<file path="src/rtl/uart_core_pkg.sv">
// -----------------------------------------------------------------------------
// uart_core_pkg
// Shared definitions for the UART core and the ring-buffer peripheral that
// drives it: RX state encoding, 8N1 frame length and a constant log2 helper.
// No ports.
// -----------------------------------------------------------------------------
package uart_core_pkg;

   typedef enum logic [1:0] {
      RX_IDLE  = 2'd0,
      RX_START = 2'd1,
      RX_DATA  = 2'd2,
      RX_STOP  = 2'd3
   } rx_state_t;

   // start + 8 data + stop
   localparam int FRAME_BITS = 10;

   // Ceiling log2, usable in constant expressions.
   function automatic int clog2(input int value);
      int result;
      result = 0;
      for (int i = 0; i < 31; i++) begin
         if ((1 << i) < value) result = i + 1;
      end
      return result;
   endfunction

endpackage

</file>
<file path="src/rtl/uart_rx_sync.sv">
// -----------------------------------------------------------------------------
// uart_rx_sync
// Brings the asynchronous rxpin into the clk domain through a SYNC_STAGES flop
// chain and keeps the synced value seen on the previous bitxce tick, so the RX
// engine can detect a falling edge between two consecutive ticks.
// Ports:
//   i_clk        system clock
//   i_reset      asynchronous active-high reset (all flops go to line-idle 1)
//   i_bitxce     oversample tick strobe
//   i_rxpin      asynchronous serial input
//   o_line       synchronized line value
//   o_prev_line  synchronized line value captured on the previous tick
// -----------------------------------------------------------------------------
module uart_rx_sync
   import uart_core_pkg::*;
#(
   parameter int SYNC_STAGES = 2
) (
   input  logic i_clk,
   input  logic i_reset,
   input  logic i_bitxce,
   input  logic i_rxpin,
   output logic o_line,
   output logic o_prev_line
);

   logic [SYNC_STAGES-1:0] r_sync;
   logic                   r_prev;

   // The synchronizer runs every clk; only the edge register is tick-gated.
   always_ff @(posedge i_clk or posedge i_reset) begin
      if (i_reset) begin
         r_sync <= '1;
      end else begin
         r_sync <= {r_sync[SYNC_STAGES-2:0], i_rxpin};
      end
   end

   always_ff @(posedge i_clk or posedge i_reset) begin
      if (i_reset) begin
         r_prev <= 1'b1;
      end else if (i_bitxce) begin
         r_prev <= r_sync[SYNC_STAGES-1];
      end
   end

   assign o_line      = r_sync[SYNC_STAGES-1];
   assign o_prev_line = r_prev;

endmodule

</file>
<file path="src/rtl/uart_core.sv">
// -----------------------------------------------------------------------------
// uart_core
// 8N1 UART transceiver timed by an external oversample strobe (OVERSAMPLE
// ticks per bit). TX serializes one byte per accepted load; RX deserializes
// the synchronized rxpin, sampling mid-bit.
// Ports:
//   clk        system clock
//   reset      asynchronous active-high reset
//   bitxce     oversample strobe, one clk wide
//   txpin      serial output, idle high
//   load, d    send request and byte (honoured only while txbusy=0)
//   txbusy     high from the cycle after accept until the end of the stop bit
//   rxpin      asynchronous serial input
//   bytercvd   one-clk pulse when q holds a new byte
//   q          last received byte
//   frame_err  one-clk pulse when a stop bit is sampled low
//   rxst       RX state (0 IDLE, 1 START, 2 DATA, 3 STOP)
// -----------------------------------------------------------------------------
module uart_core
   import uart_core_pkg::*;
#(
   parameter int OVERSAMPLE  = 8,
   parameter int SYNC_STAGES = 2
) (
   input  logic       clk,
   input  logic       reset,
   input  logic       bitxce,
   output logic       txpin,
   input  logic       load,
   input  logic [7:0] d,
   output logic       txbusy,
   input  logic       rxpin,
   output logic       bytercvd,
   output logic [7:0] q,
   output logic       frame_err,
   output logic [1:0] rxst
);

   localparam int             TW          = clog2(OVERSAMPLE);
   localparam logic [TW-1:0]  TICK_LAST   = TW'(OVERSAMPLE - 1);
   localparam logic [TW-1:0]  TICK_MID    = TW'(OVERSAMPLE / 2 - 1);
   localparam logic [3:0]     TX_LAST_BIT = 4'(FRAME_BITS - 1);

   // ---------------- TX engine ----------------
   logic                  r_txpin;
   logic                  r_txbusy;
   logic [FRAME_BITS-1:0] r_txsr;
   logic [TW-1:0]         r_txtick;
   logic [3:0]            r_txbit;

   // The whole frame (start, data, stop) is preloaded into a shift register;
   // each bit is driven on the first tick of its period. txbusy is a flop so
   // the upstream pointer update sees a clean falling edge.
   always_ff @(posedge clk or posedge reset) begin
      if (reset) begin
         r_txpin  <= 1'b1;
         r_txbusy <= 1'b0;
         r_txsr   <= '1;
         r_txtick <= '0;
         r_txbit  <= '0;
      end else if (!r_txbusy) begin
         if (load) begin
            r_txsr   <= {1'b1, d, 1'b0};
            r_txbusy <= 1'b1;
            r_txtick <= '0;
            r_txbit  <= '0;
         end
      end else if (bitxce) begin
         if (r_txtick == '0) r_txpin <= r_txsr[0];
         r_txtick <= r_txtick + 1'b1;
         if (r_txtick == TICK_LAST) begin
            r_txsr  <= {1'b1, r_txsr[FRAME_BITS-1:1]};
            r_txbit <= r_txbit + 1'b1;
            // Release on the last stop-bit tick so a new load can start the
            // next frame on the very next tick (no extra idle bit).
            if (r_txbit == TX_LAST_BIT) r_txbusy <= 1'b0;
         end
      end
   end

   // ---------------- RX engine ----------------
   logic w_line;
   logic w_prev_line;

   uart_rx_sync #(
      .SYNC_STAGES(SYNC_STAGES)
   ) u_rx_sync (
      .i_clk       (clk),
      .i_reset     (reset),
      .i_bitxce    (bitxce),
      .i_rxpin     (rxpin),
      .o_line      (w_line),
      .o_prev_line (w_prev_line)
   );

   rx_state_t     r_rxst;
   logic [TW-1:0] r_rxtick;
   logic [3:0]    r_rxbit;
   logic [7:0]    r_rxsr;
   logic [7:0]    r_q;
   logic          r_bytercvd;
   logic          r_frame_err;

   always_ff @(posedge clk or posedge reset) begin
      if (reset) begin
         r_rxst      <= RX_IDLE;
         r_rxtick    <= '0;
         r_rxbit     <= '0;
         r_rxsr      <= '0;
         r_q         <= '0;
         r_bytercvd  <= 1'b0;
         r_frame_err <= 1'b0;
      end else begin
         r_bytercvd  <= 1'b0;
         r_frame_err <= 1'b0;
         if (bitxce) begin
            case (r_rxst)
               RX_IDLE: begin
                  // Needs a high-to-low transition, so a held-low break
                  // cannot retrigger after a framing error.
                  if (!w_line && w_prev_line) begin
                     r_rxst   <= RX_START;
                     r_rxtick <= '0;
                  end
               end
               RX_START: begin
                  r_rxtick <= r_rxtick + 1'b1;
                  if (r_rxtick == TICK_MID) begin
                     if (w_line) begin
                        r_rxst <= RX_IDLE;
                     end else begin
                        r_rxst   <= RX_DATA;
                        r_rxtick <= '0;
                        r_rxbit  <= '0;
                     end
                  end
               end
               RX_DATA: begin
                  r_rxtick <= r_rxtick + 1'b1;
                  if (r_rxtick == TICK_LAST) begin
                     r_rxsr  <= {w_line, r_rxsr[7:1]};
                     r_rxbit <= r_rxbit + 1'b1;
                     if (r_rxbit == 4'd7) r_rxst <= RX_STOP;
                  end
               end
               RX_STOP: begin
                  r_rxtick <= r_rxtick + 1'b1;
                  if (r_rxtick == TICK_LAST) begin
                     if (w_line) begin
                        r_q        <= r_rxsr;
                        r_bytercvd <= 1'b1;
                     end else begin
                        r_frame_err <= 1'b1;
                     end
                     r_rxst <= RX_IDLE;
                  end
               end
               default: r_rxst <= RX_IDLE;
            endcase
         end
      end
   end

   assign txpin     = r_txpin;
   assign txbusy    = r_txbusy;
   assign bytercvd  = r_bytercvd;
   assign q         = r_q;
   assign frame_err = r_frame_err;
   assign rxst      = r_rxst;

endmodule

</file>
<file path="config.mk">
export PLATFORM = sky130hd
export DESIGN_NAME = uart_core
export DESIGN_NICKNAME = d
export VERILOG_FILES = /design/src/rtl/uart_core_pkg.sv /design/src/rtl/uart_rx_sync.sv /design/src/rtl/uart_core.sv
export SDC_FILE = /design/constraint.sdc
export NUM_CORES = 1
export LEC_CHECK = 0
export BUFFER_PORTS_ARGS = -buffer_cell sky130_fd_sc_hd__buf_2
export CORE_MARGIN = 1.5
export CORE_UTILIZATION = 52
export DETAILED_ROUTE_END_ITERATION = 7
export GPL_ROUTABILITY_DRIVEN = 0
export PLACE_DENSITY = 0.75
export SLEW_MARGIN = 5
export SYNTH_ARGS = -nofsm -noshare
export SYNTH_HDL_FRONTEND = slang
export SYNTH_SLANG_ARGS = --single-unit
export TNS_END_PERCENT = 20
</file>
<file path="constraint.sdc">
create_clock -name clk -period 1.59 [get_ports clk]
set_input_delay 0.3975 -clock clk [delete_from_list [all_inputs] [get_ports clk]]
set_output_delay 0.3975 -clock clk [all_outputs]
set_load 0.01 [all_outputs]
</file>
==> out/metrics.csv <==
metric,value,unit
Slew @ Worst Pin,396,ps
critical path capture point type,flip-flop,
status,completed,
mux cell area share after synthesis,12.9,%
# setup viols final,0,
Critical-path top delay cell,dfrtp_1,
pin count of the biggest net entering global routing,49,
global-route wire length before repair,7.20,mm
R2R Path Start,r_rxtick[0],
adder-cell area share of the yosys netlist,6.06,%
DRT iter0 DRCs,56,
CTS tree,done,
ANT nets after route,0,
Slew HR,73.6,%
Buffers & Inverters on Critical Path,1,
synth top area cells,"dfrtp_1, dfstp_2, mux2_2",
CP Depth,7,
Root Driver,clkbuf_8,
share of power burned in registers,51.7,%
P_int,2540,uW
die area,4770,um^2
logic gate share of total power,29.3,%
cell with the most instances after synthesis,dfrtp_1,
kind of cell adding the most delay to the critical path,flip-flops,
Fmax,640,MHz
Seq cells post-synth,48,
switching share of power,32.7,%
r2r setup slk,30,ps
Leakage,0.00136,uW
register area share after synthesis,53.6,%
mapped cell area,2270,um^2
Setup TNS,0,ps
clock-pin slew on the worst setup and hold paths,100,ps
met3 usage in global routing,4.97,%
VDD IR max,890,uV
number of global-route vias before repair,1532,
setup ws final,28.2,ps
Synth Area in XOR/XNOR,0.771,%
PwrDens,1360,nW/um^2
crit-path max FO,4,
Die X,69.1,um
post-synthesis compound-gate area fraction,9.53,%
CTS sink cnt,48,
Nets,258,
GRT Total Usage,18.8,%
Initial Util,55.6,%
RSZ-0062 raised after global routing,yes,
met2 Usage GRT,30.0,%
Via Count,1538,
main combinational cell family by area after synthesis,simple AND/OR/NAND/NOR gates,
GR peak layer,met2,
worst r2r path cells,7,
clock power share,19.0,%
Mapped Cells,190,
critical path class,reg2reg,
Most used DFF post-synth,dfrtp_1,
Clock Skew,20.3,ps
hold crit path type,in2async,
max incr delay on CP,400,ps
Synth Area in Simple Gates,13.1,%
num rows,23,
share of cells above drive strength 1,43.4,%
Synth async-reset ratio,100,%
Fin. Hold Viols,0,
worst endpoint required time,1780,ps
Tmin final,1560,ps
fin. max-slew vios,0,
met1 Use GR,25.2,%
Bufs on Longest Clock Path,2,
Netlist cell types,37,
Port Buf Inserts,26,
P&R area growth vs syn,21.8,%
H-Tree Depth,2,
DRT Wirelength,4.23,mm
period utilisation layout,98.2,%
"EDFF count, synth",0,
vias per inst,5.40,
Arrival @ worst endpoint,1750,ps
Yosys warnings,0,
initial antenna violation count,0,
Num CTS Buffers,5,
Antenna Cells,0,
GRT overflow,0,
Synth Area per Inst,12.0,um^2
die height,69.1,um
P_sw,1230,uW
post-DP HPWL,2.70,mm
"area leader, netlist",dfrtp_1,
Skew-Pair Late Insertion Delay,310,ps
crit-path cells,ha_4 -> inv_1 -> ha_1 -> mux2_2 -> and3_4 -> a211oi_2 -> a21oi_1,
worst slack at placement,-42.5,ps
I/O Pins,27,
Max Cap Viol,0,
DR DRC count,0,
core area,4090,um^2
Critical R2R Capture,r_rxtick[2],
Mapped Nets,214,
most frequent cells after synthesis,"dfrtp_1, nand2_1, o21ai_0, mux2_2, dfstp_2",
startpoint types,flip-flop,
top-area cell type share of the netlist area,38.6,%
DR pass1 iterations,4,
WL per Instance,14.8,um
[cell usage in the layout, fill, tap and decap left out, drive strengths merged]
cell type / n
buf: 41
dfrtp: 35
nand2: 22
o21ai: 22
mux2: 19
dfstp: 13
inv: 11
ha: 11
mux2i: 8
clkbuf: 7
nand3: 6
nor2: 5
and3: 5
nand2b: 4
nand4b: 4
nor2b: 3
o31ai: 3
o32a: 2
xor2: 2
and2: 1
a31oi: 1
o21ba: 1
and4bb: 1
and3b: 1
a211oi: 1
a21oi: 1
nand4: 1
a21boi: 1
a32o: 1
clkinv: 1
clkinvlp: 1
[worst register-to-register path, stage by stage, from the launching register on]
cell      delay, ps
dfrtp_1         400
ha_4            190
inv_1            50
ha_1            170
mux2_2          270
and3_4          180
a211oi_2        130
a21oi_1          50
[flip-flops by register name, summed over array words and instances (netlist names), 2 cells and up, named ones only]
register,count
q,8
r_rxtick,3
r_txsr,9
r_txbit,4
r_rxbit,4
r_rxsr,8
u_rx_sync.r_sync,2
r_txtick,3
[per-layer routing]
metal  vias up  routed length (um)
li1        751                   -
met1       744                2040
met2        37                1960
met3         6                 169
met4         0                  63
met5         -                   0
[area by class of cell]
class,count,area (um^2)
fillers,309,1320
flip-flops and latches,48,1220
multi-input cells,126,1060
repair buffers,42,297
clock buffers,6,72.6
well taps,50,62.6
inverters,11,41.3
clock inverters,2,12.5
[power groups by stage]
stage	sequential, uW	combinational (uW)	clock (uW)
floorplan	1850	725	0
global placement	1920	888	0
detailed placement	1930	931	0
CTS	1930	961	728
global route	2010	1260	786
finish	1950	1100	717
[through the flow]
stage | hold slack, ps | power, uW | util [%] | instance area [um^2] | cells
2_1_floorplan | 345 | 2570 | - | 2280 | 190
3_3_place_gp | 345 | 2810 | 61.7 | 2520 | 269
3_5_place_dp | 353 | 2860 | 61.7 | 2520 | 269
4_1_cts | 114 | 3620 | 64.7 | 2640 | 279
5_1_grt | 123 | 4060 | 67.7 | 2770 | 285
6_report | 111 | 3770 | 67.7 | 2770 | 285
[cells by family (layout without fill, tap and decap cells)]
group	Yosys count	count (layout)
xor+xnor	2	2
buf+inv	18	61
flops	48	48
mux	27	27
compound gates	33	33
simple gates	51	53
fa+ha+maj	11	11
[what timing repair did]
| item | CTS | global route |
|---|---|---|
| pin swaps | 2 | 10 |
| cloned | 1 | 2 |
| resized for setup | 5 | 15 |
| setup endpoints to repair | 17 | 28 |
| hold buffers | 0 | 0 |
| buffers inserted | 1 | 4 |
[how the worst max path moves through the flow]
stage / start / end / slack (ps)
3_3_place_gp: r_rxtick[0] / r_rxbit[3] / -2
2_1_floorplan: r_rxtick[0] / q[0] / 5
5_1_grt: r_rxtick[0] / r_rxtick[2] / -30
3_5_place_dp: r_rxtick[0] / q[1] / -40
4_1_cts: r_rxtick[1] / r_rxbit[3] / -10
6_report: r_rxtick[0] / r_rxtick[2] / 30
No activity file was read; power rests on OpenSTA's default activity.
